==> src/rtl/traffic_light_ctrl.sv <==
// Phase sequencer for one traffic-light approach: drives the countdown counter's
// load/enable, decodes lamps and walk from the state, and adds a yellow-flash mode.
module traffic_light_ctrl #(
    parameter int unsigned pGREEN_INIT_VAL = 14,
    parameter int unsigned pMIN_GREEN      = 4,
    parameter int unsigned pCNT_WIDTH      = 5,
    parameter int unsigned pINIT_WIDTH     = 3,
    parameter int unsigned pFLASH_HALF     = 8
) (
    input  logic                   clk,
    input  logic                   rst,
    input  logic                   run,
    input  logic                   ped_req,
    input  logic                   flash_req,
    input  logic                   cnt_last,
    input  logic [pCNT_WIDTH-1:0]  cnt_value,
    output logic [pINIT_WIDTH-1:0] init,
    output logic                   cnt_en,
    output logic                   green,
    output logic                   yellow,
    output logic                   red,
    output logic                   ped_walk,
    output logic [2:0]             phase
);

    localparam bit EARLY_EN = (pMIN_GREEN < pGREEN_INIT_VAL);
    localparam logic [pCNT_WIDTH-1:0] EARLY_THRESH =
        EARLY_EN ? pCNT_WIDTH'(pGREEN_INIT_VAL - pMIN_GREEN) : '0;
    localparam int unsigned FLASH_W = (pFLASH_HALF > 1) ? $clog2(pFLASH_HALF) : 1;
    localparam logic [FLASH_W-1:0] FLASH_LAST = FLASH_W'(pFLASH_HALF - 1);

    typedef enum logic [2:0] {
        IDLE  = 3'd0,
        G_LD  = 3'd1,
        G_RUN = 3'd2,
        Y_LD  = 3'd3,
        Y_RUN = 3'd4,
        R_LD  = 3'd5,
        R_RUN = 3'd6,
        FLASH = 3'd7
    } state_t;

    state_t               state;
    state_t               next_state;
    logic                 ped_pending;
    logic [FLASH_W-1:0]   flash_cnt;
    logic                 flash_on;
    logic                 early_exit;

    assign early_exit = EARLY_EN && ped_pending && (cnt_value <= EARLY_THRESH);

    always_ff @(posedge clk or posedge rst) begin
        if (rst) begin
            state <= IDLE;
        end else begin
            state <= next_state;
        end
    end

    always_comb begin
        next_state = state;
        if (flash_req) begin
            next_state = FLASH;
        end else begin
            unique case (state)
                IDLE:    if (run) next_state = G_LD;
                G_LD:    next_state = G_RUN;
                G_RUN:   if (cnt_last || early_exit) next_state = Y_LD;
                Y_LD:    next_state = Y_RUN;
                Y_RUN:   if (cnt_last) next_state = R_LD;
                R_LD:    next_state = R_RUN;
                R_RUN:   if (cnt_last) next_state = run ? G_LD : IDLE;
                FLASH:   next_state = R_LD;
                default: next_state = IDLE;
            endcase
        end
    end

    // A request arriving in the same cycle as the yellow entry survives for the next green.
    always_ff @(posedge clk or posedge rst) begin
        if (rst) begin
            ped_pending <= 1'b0;
        end else if (ped_req) begin
            ped_pending <= 1'b1;
        end else if (state == G_RUN && next_state == Y_LD) begin
            ped_pending <= 1'b0;
        end
    end

    always_ff @(posedge clk or posedge rst) begin
        if (rst) begin
            flash_cnt <= '0;
            flash_on  <= 1'b1;
        end else if (state == FLASH) begin
            if (flash_cnt == FLASH_LAST) begin
                flash_cnt <= '0;
                flash_on  <= ~flash_on;
            end else begin
                flash_cnt <= flash_cnt + 1'b1;
            end
        end else begin
            flash_cnt <= '0;
            flash_on  <= 1'b1;
        end
    end

    always_comb begin
        init     = '0;
        cnt_en   = 1'b0;
        green    = 1'b0;
        yellow   = 1'b0;
        red      = 1'b0;
        ped_walk = 1'b0;
        phase    = state;
        unique case (state)
            IDLE:  red = 1'b1;
            G_LD:  begin init[0] = 1'b1; cnt_en = 1'b1; green = 1'b1; end
            G_RUN: begin cnt_en = 1'b1; green = 1'b1; end
            Y_LD:  begin init[1] = 1'b1; cnt_en = 1'b1; yellow = 1'b1; end
            Y_RUN: begin cnt_en = 1'b1; yellow = 1'b1; end
            R_LD:  begin init[2] = 1'b1; cnt_en = 1'b1; red = 1'b1; end
            R_RUN: begin cnt_en = 1'b1; red = 1'b1; ped_walk = 1'b1; end
            FLASH: yellow = flash_on;
            default: red = 1'b1;
        endcase
    end

endmodule

==> config.mk <==
export PLATFORM = sky130hd
export DESIGN_NAME = traffic_light_ctrl
export DESIGN_NICKNAME = d
export VERILOG_FILES = /design/src/rtl/traffic_light_ctrl.sv
export SDC_FILE = /design/constraint.sdc
export NUM_CORES = 1
export LEC_CHECK = 0
export ABC_AREA = 1
export CAP_MARGIN = 20
export CORE_MARGIN = 2
export CORE_UTILIZATION = 40
export DETAILED_ROUTE_END_ITERATION = 7
export HOLD_SLACK_MARGIN = 0.06
export PLACE_DENSITY = 0.85
export SYNTH_ARGS = -nofsm -noshare
export SYNTH_HDL_FRONTEND = slang
export SYNTH_SLANG_ARGS = --single-unit
==> constraint.sdc <==
create_clock -name clk -period 1.3 [get_ports clk]
set_clock_uncertainty 0.05 [all_clocks]
set_input_delay 0.13 -clock clk [delete_from_list [all_inputs] [get_ports clk]]
set_output_delay 0.13 -clock clk [all_outputs]
set_load 0.05 [all_outputs]
==> results.py <==
metrics = {
    "run_status": {
        "status": "complete, but fails checks",
        "violations": "setup timing",
    },
    "route": {
        "num_vias": 624,
        "wl_per_cell_um": 13.2,
        "drt_first_pass_iters": 3,
        "drt-total-wl_um": 1700,
        "vias_per_cell": 4.84,
        "antenna_left": 0,
        "drc": 0,
        "drt_iter0_drc": 8,
    },
    "cells_and_area": {
        "antenna_cells": 0,
        "syn_to_final_growth_pct": 111,
        "design_area_um2": 1110,
        "drive_gt1_share_pct": 52.6,
        "final_nets": 128,
    },
    "clock_tree": {
        "clkLatencyLatePin_ps": 260,
        "path_clk_slew_ps": 60,
        "max-clock-path-buffers": 2,
        "numCtsBuffers": 3,
        "ctsHoldBuffers": 0,
        "h-tree-depth": 1,
        "clock-sinks": 8,
        "cts_tree": "built",
        "clock-root-buffer": "clkbuf_4",
    },
    "hold_path": {
        "hold_class": "in -> async",
    },
    "setup_path": {
        "startpoint_type": "register",
        "end_kind": "primary output",
        "worstPathRequired_ps": 1120,
        "arrival_ps": 1400,
        "path_max_fanout": 4,
        "r2r_setup_slack_ps": -170,
        "critical_path_class": "reg -> out",
    },
    "synthesis": {
        "synth_cells": 70,
        "yosys.area.top_type_share_pct": 33.4,
        "avgSynthCellArea_um2": 7.49,
        "synth_cell_types": 22,
        "yosysSeqAreaShare_pct": 38.4,
        "ys_top_cells_by_area": "dfrtp_1, inv_1, nand2_1, nand3_1, dfstp_2",
        "synthesis.nets": 83,
        "synth_seq_cells": 8,
        "synth_area_um2": 524,
        "yosysWarnings": 0,
        "synth.largest_area_cell": "dfrtp_1",
    },
    "floorplan": {
        "io_pins": 22,
        "chipHeight_um": 40.2,
        "die-area_um2": 1620,
        "die_x_um": 40.2,
        "num_rows": 13,
        "start_util_pct": 41.3,
        "core_area_um2": 1270,
    },
    "timing": {
        "setup_tns_ps": -1840,
        "fin_crit_sh_pct": 121,
        "fin_ws_ps": -277,
        "worstMarginPinSlew_ps": 299,
        "grt_setup_unrepaired": "true",
        "holdWs_ps": 60.3,
        "drv_slew": 0,
        "post-route-min-period_ps": 1580,
        "fmax_mhz": 634,
        "hold_viol": 0,
        "max-slew-margin-rel_pct": 80.0,
        "setup_viol": 14,
    },
    "global_routing": {
        "grt_pass1_wl_um": 2420,
        "grt_max_degree": 9,
        "track_usage_pct": 23.4,
        "antenna_found_initial": 0,
        "grt_pass1_vias": 616,
        "gr-total-overflow": 0,
    },
    "place": {
        "placed_area_um2": 991,
        "gp_congestion": 0.887,
        "dp_hpwl_um": 1230,
        "io_buffers": 21,
        "post-place-ws_ps": -110,
    },
    "pwr": {
        "p_leak_nw": 0.539,
        "ir_worst_vdd_v": 0.000919,
        "power_density_nw_per_um2": 1570,
    },
    "run": {
        "maxCapViolations": 0,
    },
}
-- power by group --
part | leakage, nW | switching, mW | internal [mW]
logic | 0.437 | 0.606 | 0.545
registers | 0.0874 | 0.0495 | 0.325
clock network | 0.0150 | 0.0897 | 0.118
total | 0.539 | 0.745 | 0.988
-- per-stage QoR --
step	power, mW	std cells	utilization, %
after global routing	1.83	129	87.3
after floorplan	0.882	70	-
after global placement	1.34	120	78.1
final	1.73	129	87.3
after detailed placement	1.38	120	78.1
after CTS	1.68	129	86.0
-- final timing paths --
kind | from | to | cells past startpoint
setup / recovery | phase[1] | red | 5
max in group asynchronous | rst | flash_on | 2
hold reg to reg | flash_cnt[0] | flash_cnt[0] | 1
min in group clk | ped_req | ped_pending | 3
hold / removal | rst | flash_cnt[0] | 2
setup reg to reg | phase[0] | ped_pending | 11
-- cells in the mapped netlist --
cell type,count
nand2_4,1
nand2_2,2
inv_1,13
nor2_2,1
inv_6,1
a21oi_1,2
nand3_1,6
or3b_1,1
nand3_2,1
nand3b_1,1
buf_6,1
nor2_1,7
nand2_1,13
o21bai_1,1
inv_2,1
o21ai_0,4
ha_1,2
nor2_4,1
nor3_1,2
dfstp_2,1
dfrtp_1,7
o21ai_1,1
-- critical path, stage by stage, from the launching register on --
cell and delay [ps]:
dfrtp_2 420, inv_4 60, nand2_2 90, nor2_4 40
or3b_4 370, buf_8 160
-- layer usage --
metal	GRT usage (%)	up-vias	routed length [µm]
met5	0	-	0
met4	9.17	0	29
met3	9.44	4	98
met2	42.7	24	918
met1	23.4	285	653
li1	-	311	-
-- placed cells by master (no fill, tap or decap), drive strengths merged, types with 2 or more instances in the layout --
master,synthesis,layout
nand3,7,7
nor3,2,2
dfrtp,7,7
buf,1,31
clkdlybuf4s50,0,10
clkbuf,0,4
ha,2,2
a21oi,2,2
inv,15,14
o21ai,5,5
nor2,9,9
nand2,16,16
-- flip-flops by register name, summed over array words and instances, names as in the netlist --
| register | cells |
|---|---|
| flash_on | 1 |
| ped_pending | 1 |
| flash_cnt | 3 |
| phase | 3 |
-- timing repair --
item | in CTS | in global routing
cloned | 0 | 0
buffers inserted | 5 | 0
pin swaps | 3 | 0
setup endpoints to repair | 10 | 17
gates resized for setup | 9 | 7
-- layout make-up --
cell class | instances | area, µm²
well taps | 15 | 18.8
fillers | 71 | 161
flip-flops and latches | 8 | 205
multi-input cells | 46 | 314
inverters | 15 | 70.1
clock buffers | 4 | 26.3
repair buffers | 41 | 473
-- logic make-up after synthesis --
kind of cell / synth area share (%)
AND/OR/NAND/NOR: 34.8
flip-flops: 38.4
buffers and inverters: 13.8
AO/OA/AOI/OAI: 8.11
adder cells (fa/ha/maj): 4.77
Power figures use the tool's default switching activity.
==> RTL edit: new RTL, same settings <==
Set the parameter `pCNT_WIDTH` to 10 (it was 5).
--- a/src/rtl/traffic_light_ctrl.sv
+++ b/src/rtl/traffic_light_ctrl.sv
@@ -5,3 +5,3 @@
     parameter int unsigned pMIN_GREEN      = 4,
-    parameter int unsigned pCNT_WIDTH      = 5,
+    parameter int unsigned pCNT_WIDTH      = 10,
     parameter int unsigned pINIT_WIDTH     = 3,
Interface: changed (resized cnt_value); port bits go from 22 to 27. The function was not compared with the original's and may differ.
==> RTL edit against the original RTL <==
  * The flow still finishes with violations (setup timing)
  * Wire length up 48%
  * Global-route usage is 6.2 points higher
  * Area after synthesis up 8.6%
  * Worst setup slack worse by 0.068 ns
  * Critical path depth increased by 1
  * Power decreased by 1.8%
  * Sequential cell count did not move
  * Cell area is 9.8% higher
  * Critical path type unchanged
  * Largest cell class unchanged
  * Largest power group unchanged
==> RTL edit: results (changes against the original RTL) <==
* Top cells by area, synth: dfrtp_1 31%, nand2_1 11%, inv_1 9.9%, nor2_1 5.9%, nand3_1 5.3%
* Setup_tns at -2.30 ns (-0.465 ns)
* ClkCell Share at 2.16% (-0.21 points)
* Inverter count at 19 (+4)
* Post-synth net total at 98 (+18%)
* Yosys cell types at 21 (-4.5%)
* First-pass GRT wire length at 3.88 mm (+60%)
* Met3 Resource Use GR at 8.70% (-0.75 points)
* Via count at 735 (+18%)
* Multi-input combinational area share at 30.3% (+2.0 points)
* DRT Pass-1 Iters at 4 (+1)
* DRT Wirelength at 2.52 mm (+48%)
* Maximum vdd drop at 1.09 mV (+19%)
* Routed length on met1 at 959 um (+47%)
* Critical path peak fanout at 5 (+1)
* Fillers at 45 (-37%)
* Top post-synthesis cells by count: 17 x nand2_1, 15 x inv_1, 9 x nor2_1
* GRT Total Usage at 29.6% (+6.2 points)
* NumNets Final at 146 (+14%)
* Met3 WL post-DR at 191 um (+95%)
* WL met2 at 1.32 mm (+44%)
* # setup viols final at 11 (-3)
* PnR worst setup slack at -0.345 ns (-0.0677 ns)
* Worst path arrival time at 1.46 ns (+0.06 ns)
* NonClk Buf Share at 42.1% (-0.63 points)
* IO buf count at 26 (+24%)
* Status: finished with violations
* Max_slew headroom at 79.4% (-0.67 points)
* Failing checks: setup timing
* Post-synthesis sequential area ratio at 35.4% (-3.0 points)
-- RTL edit: cell types whose count changed after synthesis, moves of 2 or more --
cell,change
nand2_1,+4
nor2_1,+2
inv_2,+2
inv_1,+2
-- RTL edit: final timing paths --
path	from	end	slack, ns
max	phase[0]	yellow	-0.34
min	rst	ped_pending	0.08
max reg2reg	phase[0]	ped_pending	-0.24
min reg2reg	flash_cnt[0]	flash_cnt[0]	0.43
max in group asynchronous	rst	flash_on	0.83
min in group clk	ped_req	ped_pending	0.36
-- RTL edit: repair_timing --
| action | CTS | global route |
|---|---|---|
| pin swaps | 8 | 5 |
| resized for setup | 10 | 8 |
| hold endpoints to repair | 0 | 0 |
| setup buffers | 3 | 2 |
| endpoints found under the setup margin | 10 | 12 |
| gates cloned | 0 | 0 |
-- RTL edit: power breakdown --
part           switching (mW)  internal (mW)
logic                   0.606          0.533
registers              0.0555          0.303
clock network          0.0882          0.118
-- RTL edit: logic make-up after synthesis --
group	synth area share (%)
AND/OR/NAND/NOR	38.2
buffers and inverters	15.4
flip-flops	35.4
AO/OA/AOI/OAI	6.59
adder cells (fa/ha/maj)	4.39
-- RTL edit: critical path, delay by kind of cell, from the launching register on --
| kind | cells | cell delay, ns |
|---|---|---|
| compound gates | 1 | 0.07 |
| flops | 1 | 0.45 |
| simple gates | 1 | 0.11 |
| buf+inv | 4 | 0.57 |
-- RTL edit: through the flow --
step	instance area (um^2)	instances	total power [mW]	util, %
4_1_cts	1170	140	1.60	88.7
6_report	1220	142	1.70	92.3
5_1_grt	1220	142	1.77	92.3
3_5_place_dp	1080	134	1.33	82.1
3_3_place_gp	1080	134	1.29	82.1
2_1_floorplan	612	80	0.851	-
